==> src/rtl/mem_ctrl_mp_pkg.sv <==
// Shared definitions for the multi-page burst memory controller:
// FSM state type, page constants and the wrapping burst address helper.
package mcDefs;

    localparam int unsigned MEMPAGE0 = 1;
    localparam int unsigned MEMPAGE1 = 2;

    typedef enum logic [2:0] {
        IDLE,
        WRITE,
        RWAIT,
        READ,
        RDRAIN
    } mcState_t;

    // Critical-word-first: beat k stays inside the burst-aligned block of base.
    function automatic int unsigned wrapAddr(input int unsigned base,
                                             input int unsigned beat,
                                             input int unsigned burst_len);
        return (base & ~(burst_len - 1)) | ((base + beat) & (burst_len - 1));
    endfunction

endpackage

==> src/rtl/mc_burst_addr.sv <==
// Beat counter and wrapping array-address generator for one burst.
// Writes present the address one cycle late to line up with the registered write data.
module mc_burst_addr
    import mcDefs::*;
#(
    parameter  int unsigned ADDR_W    = 16,
    parameter  int unsigned PAGE_BITS = 4,
    parameter  int unsigned BASE_PAGE = MEMPAGE1,
    parameter  int unsigned NUM_PAGES = 2,
    parameter  int unsigned BURST_LEN = 4,
    localparam int unsigned OFF_W     = ADDR_W - PAGE_BITS,
    localparam int unsigned PIDX_W    = (NUM_PAGES > 1) ? $clog2(NUM_PAGES) : 1,
    localparam int unsigned MEM_AW    = PIDX_W + OFF_W
) (
    input  logic              clk,
    input  logic              resetH,
    input  logic              start,
    input  logic [ADDR_W-1:0] start_addr,
    input  logic              advance,
    input  logic              wr_mode,
    output logic [MEM_AW-1:0] mem_addr,
    output logic              last
);

    localparam int unsigned BEAT_W = $clog2(BURST_LEN);

    logic [PIDX_W-1:0] page_idx;
    logic [OFF_W-1:0]  base_off;
    logic [BEAT_W-1:0] beat;
    logic [MEM_AW-1:0] addr_q;
    logic [MEM_AW-1:0] addr_now;

    // NOTE: sequential state uses <= so every register updates together at the edge.
    always_ff @(posedge clk or posedge resetH) begin
        if (resetH) begin
            page_idx <= '0;
            base_off <= '0;
            beat     <= '0;
            addr_q   <= '0;
        end else if (start) begin
            page_idx <= PIDX_W'(start_addr[ADDR_W-1:OFF_W] - PAGE_BITS'(BASE_PAGE));
            base_off <= start_addr[OFF_W-1:0];
            beat     <= '0;
        end else if (advance) begin
            beat   <= beat + 1'b1;
            addr_q <= addr_now;
        end
    end

    always_comb begin
        addr_now = {page_idx, OFF_W'(wrapAddr(32'(base_off), 32'(beat), BURST_LEN))};
    end

    assign mem_addr = wr_mode ? addr_q : addr_now;
    assign last     = (beat == BEAT_W'(BURST_LEN - 1));

endmodule

==> src/rtl/mem_ctrl_mp.sv <==
// Multi-page burst memory controller: bus slave over NUM_PAGES pages with
// wrapping bursts, read wait states, read-valid strobe and sticky protocol error.
module mem_ctrl_mp
    import mcDefs::*;
#(
    parameter  int unsigned ADDR_W      = 16,
    parameter  int unsigned PAGE_BITS   = 4,
    parameter  int unsigned BASE_PAGE   = MEMPAGE1,
    parameter  int unsigned NUM_PAGES   = 2,
    parameter  int unsigned BURST_LEN   = 4,
    parameter  int unsigned WAIT_STATES = 0,
    localparam int unsigned MEM_AW      = ((NUM_PAGES > 1) ? $clog2(NUM_PAGES) : 1)
                                          + ADDR_W - PAGE_BITS
) (
    input  logic              clk,
    input  logic              resetH,
    input  logic              AddrValid,
    input  logic              rw,
    input  logic [ADDR_W-1:0] AddrDataIn,
    output logic [ADDR_W-1:0] AddrDataOut,
    output logic              AddrDataOE,
    output logic              DataValid,
    output logic              ProtoErr,
    output logic [MEM_AW-1:0] memAddr,
    output logic [ADDR_W-1:0] memWData,
    output logic              memWE,
    output logic              memRE,
    input  logic [ADDR_W-1:0] memRData
);

    localparam int unsigned          PW      = PAGE_BITS + 1;
    localparam logic [PAGE_BITS:0]   PAGE_LO = PW'(BASE_PAGE);
    localparam logic [PAGE_BITS:0]   PAGE_HI = PW'(BASE_PAGE + NUM_PAGES);

    mcState_t          state, state_next;
    logic [3:0]        wait_cnt;
    logic              is_write_q;
    logic              proto_err_q;
    logic              mem_we_q;
    logic [ADDR_W-1:0] mem_wdata_q;
    logic              data_valid_q;
    logic              mem_re;
    logic              start;
    logic              advance;
    logic              last;
    logic [PAGE_BITS:0] page_ext;
    logic              page_hit;

    assign page_ext = {1'b0, AddrDataIn[ADDR_W-1:ADDR_W-PAGE_BITS]};
    assign page_hit = (page_ext >= PAGE_LO) && (page_ext < PAGE_HI);

    mc_burst_addr #(
        .ADDR_W   (ADDR_W),
        .PAGE_BITS(PAGE_BITS),
        .BASE_PAGE(BASE_PAGE),
        .NUM_PAGES(NUM_PAGES),
        .BURST_LEN(BURST_LEN)
    ) u_burst_addr (
        .clk       (clk),
        .resetH    (resetH),
        .start     (start),
        .start_addr(AddrDataIn),
        .advance   (advance),
        .wr_mode   (is_write_q),
        .mem_addr  (memAddr),
        .last      (last)
    );

    // NOTE: every combinational output gets a default first so no latch is inferred.
    always_comb begin
        state_next = state;
        start      = 1'b0;
        advance    = 1'b0;
        mem_re     = 1'b0;
        case (state)
            IDLE: begin
                if (AddrValid && page_hit) begin
                    start = 1'b1;
                    if (!rw)                  state_next = WRITE;
                    else if (WAIT_STATES > 0) state_next = RWAIT;
                    else                      state_next = READ;
                end
            end
            WRITE: begin
                advance = 1'b1;
                if (last) state_next = IDLE;
            end
            RWAIT: begin
                if (wait_cnt == 4'(WAIT_STATES - 1)) state_next = READ;
            end
            READ: begin
                mem_re  = 1'b1;
                advance = 1'b1;
                if (last) state_next = RDRAIN;
            end
            RDRAIN:  state_next = IDLE;
            default: state_next = IDLE;
        endcase
    end

    // Write data and enable trail the bus by one cycle; read strobes trail memRE.
    always_ff @(posedge clk or posedge resetH) begin
        if (resetH) begin
            state        <= IDLE;
            wait_cnt     <= '0;
            is_write_q   <= 1'b0;
            proto_err_q  <= 1'b0;
            mem_we_q     <= 1'b0;
            mem_wdata_q  <= '0;
            data_valid_q <= 1'b0;
        end else begin
            state        <= state_next;
            wait_cnt     <= (state == RWAIT) ? wait_cnt + 4'd1 : 4'd0;
            proto_err_q  <= proto_err_q | (AddrValid && (state != IDLE));
            mem_we_q     <= (state == WRITE);
            data_valid_q <= mem_re;
            if (start)
                is_write_q <= !rw;
            if (state == WRITE)
                mem_wdata_q <= AddrDataIn;
        end
    end

    assign memRE       = mem_re;
    assign memWE       = mem_we_q;
    assign memWData    = mem_wdata_q;
    assign DataValid   = data_valid_q;
    assign AddrDataOE  = data_valid_q;
    assign AddrDataOut = data_valid_q ? memRData : '0;
    assign ProtoErr    = proto_err_q;

endmodule

==> config.mk <==
export PLATFORM = sky130hd
export DESIGN_NAME = mem_ctrl_mp
export DESIGN_NICKNAME = d
export VERILOG_FILES = /design/src/rtl/mem_ctrl_mp_pkg.sv /design/src/rtl/mc_burst_addr.sv /design/src/rtl/mem_ctrl_mp.sv
export SDC_FILE = /design/constraint.sdc
export NUM_CORES = 1
export LEC_CHECK = 0
export ABC_AREA = 0
export CELL_PAD_IN_SITES_DETAIL_PLACEMENT = 1
export CELL_PAD_IN_SITES_GLOBAL_PLACEMENT = 1
export CORE_UTILIZATION = 36
export CTS_BUF_LIST = sky130_fd_sc_hd__clkbuf_4
export DETAILED_ROUTE_END_ITERATION = 12
export GPL_TIMING_DRIVEN = 0
export PLACE_DENSITY = 0.91
export SLEW_MARGIN = 10
export SYNTH_ARGS = -nofsm -noshare
export SYNTH_HDL_FRONTEND = slang
export SYNTH_SLANG_ARGS = --single-unit
==> constraint.sdc <==
create_clock -name clk -period 1.82 [get_ports clk]
set_input_delay 0.364 -clock clk [delete_from_list [all_inputs] [get_ports clk]]
set_output_delay 0.364 -clock clk [all_outputs]
set_load 0.01 [all_outputs]
==> results.sh <==
export IMPL_synth_cell_types=34
export IMPL_wl_per_cell_um=16.0
export IMPL_path_class="flop to output port"
export IMPL_seq_power_share_pct=35.4
export IMPL_postRouteAntennaNets=0
export IMPL_cts_hold_buf=0
export IMPL_fin_crit_ns=1.97
export IMPL_status="finished, violations left"
export IMPL_ioPinCount=86
export IMPL_synth_most_common_cell="dfrtp_1"
export IMPL_gp_congestion=0.740
export IMPL_cp_max_fo=2
export IMPL_slew_viol_final=0
export IMPL_antenna_found_initial=0
export IMPL_synth_top_cells_by_area="dfrtp_1 54%, mux2_2 14%, nand2_1 6.1%"
export IMPL_ys_ff_latch=55
export IMPL_utilization_pct=55.2
export IMPL_dr_first_iter_drc_count=43
export IMPL_firstDrtPassIters=6
export IMPL_critical_path_arrival_ns=1.61
export IMPL_postSynthAreaPerCell_um2=12.2
export IMPL_timing_fmax_mhz=508
export IMPL_cts_tree="built"
export IMPL_drive_above_1_share_pct=32.7
export IMPL_nets=353
export IMPL_routed_via_count=1970
export IMPL_die_area_um2=7370
export IMPL_power_frac_clock_pct=9.3
export IMPL_initial_core_util_pct=37.3
export IMPL_tns_ns=-0.313
export IMPL_synth_edf_count=0
export IMPL_worst_pin_slew_ns=0.553
export IMPL_finalHoldViolations=0
export IMPL_wl_um=6570
export IMPL_io_buffers=85
export IMPL_cts_sinks=55
export IMPL_synthTopCellsByCount="55 x dfrtp_1, 41 x nand2_1, 31 x mux2_2"
export IMPL_setup_slack_ns=-0.149
export IMPL_grt_pass1_wl_um=10900
export IMPL_grt_max_degree=39
export IMPL_synth_top_area_cell="dfrtp_1"
export IMPL_syn_to_final_growth_pct=48.1
export IMPL_post_route_period_util_pct=108
export IMPL_grt_pass1_vias=2156
export IMPL_die_x_um=85.9
export IMPL_power_frac_comb_pct=55.3
export IMPL_crit_required_ns=1.46
export IMPL_drc=0
export IMPL_syn_inst=207
export IMPL_hold_class="input port to asynchronous set/reset pin"
export IMPL_cts_buffers=5
export IMPL_grt_remaining_overflow=0
export IMPL_num_antenna_cells=0
export IMPL_hpwl_um=4740
export IMPL_htreeDepth=2
export IMPL_fin_cells=411
export IMPL_clockRootBuffer="clkbuf_4"
export IMPL_netSwitchingFraction_pct=35.5
export IMPL_clock_latency_ns=0.39
export IMPL_clock_skew_ns=0.0250
export IMPL_clk_pin_slew_ns=0.17
export IMPL_cap_violations=0
export IMPL_netlist_area_um2=2530
export IMPL_leakage_uw=0.00183
export IMPL_critPathLaunchType="flop"
export IMPL_peakVddDrop_uv=761
export IMPL_via_per_inst=4.79
export IMPL_yosys_warnings=0
export IMPL_power_density_nw_per_um2=1580
export IMPL_critPathCaptureType="output port"
export IMPL_synthFlopType="dfrtp_1"
export IMPL_synth_top_cell_area_share_pct=54.3
export IMPL_core_um2=6790
export IMPL_rows=30
export IMPL_ys_async_sr_fraction_pct=100
export IMPL_syn_nets=246
export IMPL_internal_power_uw=3830
export IMPL_slew_headroom_pct=63.2
export IMPL_grt_total_usage_pct=19.1
export IMPL_violations="setup timing"
export IMPL_p_switching_uw=2110
export IMPL_ys_seq_area_share_pct=54.3
export IMPL_placed_cells=389
export IMPL_cts_max_path_buffers=2
export IMPL_die_h_um=85.9
export IMPL_finalSetupViolations=9
export IMPL_rsz0062_at_grt="yes"
state kept, by name, summed over array words and instances, names as in the netlist:
signal	cells
wait_cnt	4
AddrDataOE	1
u_burst_addr.base_off	12
u_burst_addr.addr_q	13
is_write_q	1
u_burst_addr.beat	2
memWE	1
memWData	16
u_burst_addr.page_idx	1
ProtoErr	1
state	3
placed cells by master (no fill, tap or decap), types with 4 or more instances in the layout:
master,instances
clkdlybuf4s50_1,53
dfrtp_1,52
nand2_1,41
mux2_2,28
buf_6,17
and2_1,16
dlygate4sd2_1,16
mux2_4,13
buf_4,11
clkbuf_4,7
buf_2,7
nor2_1,4
repair_timing:
item,CTS,global route
setup endpoints to repair,31,11
buffers inserted,13,2
gates resized for setup,93,17
pin swaps,1,1
cells by family (layout without fill, tap and decap cells):
family / count (synthesis) / count (layout) / synth area share, %
AND/OR/NAND/NOR: 76 / 76 / 16.0
flip-flops: 55 / 55 / 54.3
multiplexers: 41 / 41 / 19.7
AO/OA/AOI/OAI: 14 / 14 / 3.31
buffers and inverters: 14 / 122 / 3.80
XOR/XNOR: 4 / 4 / 1.38
adder cells (fa/ha/maj): 3 / 3 / 1.48
routing by layer:
| layer | up-vias | wire length [um] | global-route usage, % |
|---|---|---|---|
| li1 | 912 | - | - |
| met1 | 987 | 2690 | 22.4 |
| met2 | 64 | 3480 | 35.6 |
| met3 | 7 | 343 | 4.43 |
| met4 | 0 | 61 | 3.64 |
| met5 | - | 0 | 0 |
path summary, 6_finish.rpt:
check                                         start                     end  slack [ns]  cells after the start
setup / recovery           u_burst_addr.base_off[0]              memAddr[1]       -0.15                      5
hold / removal                               resetH  u_burst_addr.addr_q[2]        0.27                      2
setup reg to reg                           state[0]   u_burst_addr.page_idx        0.13                      6
hold reg to reg                         wait_cnt[0]             wait_cnt[0]        0.47                      1
max in group asynchronous                    resetH            memWData[12]        0.99                      3
min in group clk                        wait_cnt[0]             wait_cnt[0]        0.47                      1
through the flow:
step / instance area [um2] / worst slack (ns) / hold WS, ns / total power, uW
6_report: 3750 / -0.149 / 0.266 / 5940
5_1_grt: 3750 / -0.248 / 0.287 / 6300
4_1_cts: 3670 / -0.202 / 0.269 / 5740
3_5_place_dp: 3520 / -0.355 / 0.455 / 5000
3_3_place_gp: 3500 / -0.898 / 0.450 / 4840
2_1_floorplan: 2530 / 0.113 / 0.432 / 3640
power groups by stage:
stage	Sequential, uW	Clock (uW)	Combinational, uW
floorplan	2110	0	1530
global route	2170	611	3520
detailed placement	2100	0	2900
CTS	2080	568	3100
global placement	2060	0	2780
finish	2100	552	3290
worst max-delay path, cell delays in order (launching register included):
cell     delay, ns
dfrtp_1       0.45
ha_4          0.18
xor2_2        0.15
xnor2_2       0.16
o21ai_2       0.13
buf_2         0.15
layout make-up:
cell class | instances | area, um2
well taps | 96 | 120
flip-flops and latches | 55 | 1380
multi-input cells | 138 | 1110
inverters | 2 | 7.51
clock buffers | 5 | 37.5
repair buffers | 101 | 973
plain buffers | 11 | 103
clock inverters | 3 | 17.5
fillers | 716 | 3040
(Power assumes the default switching activity.)
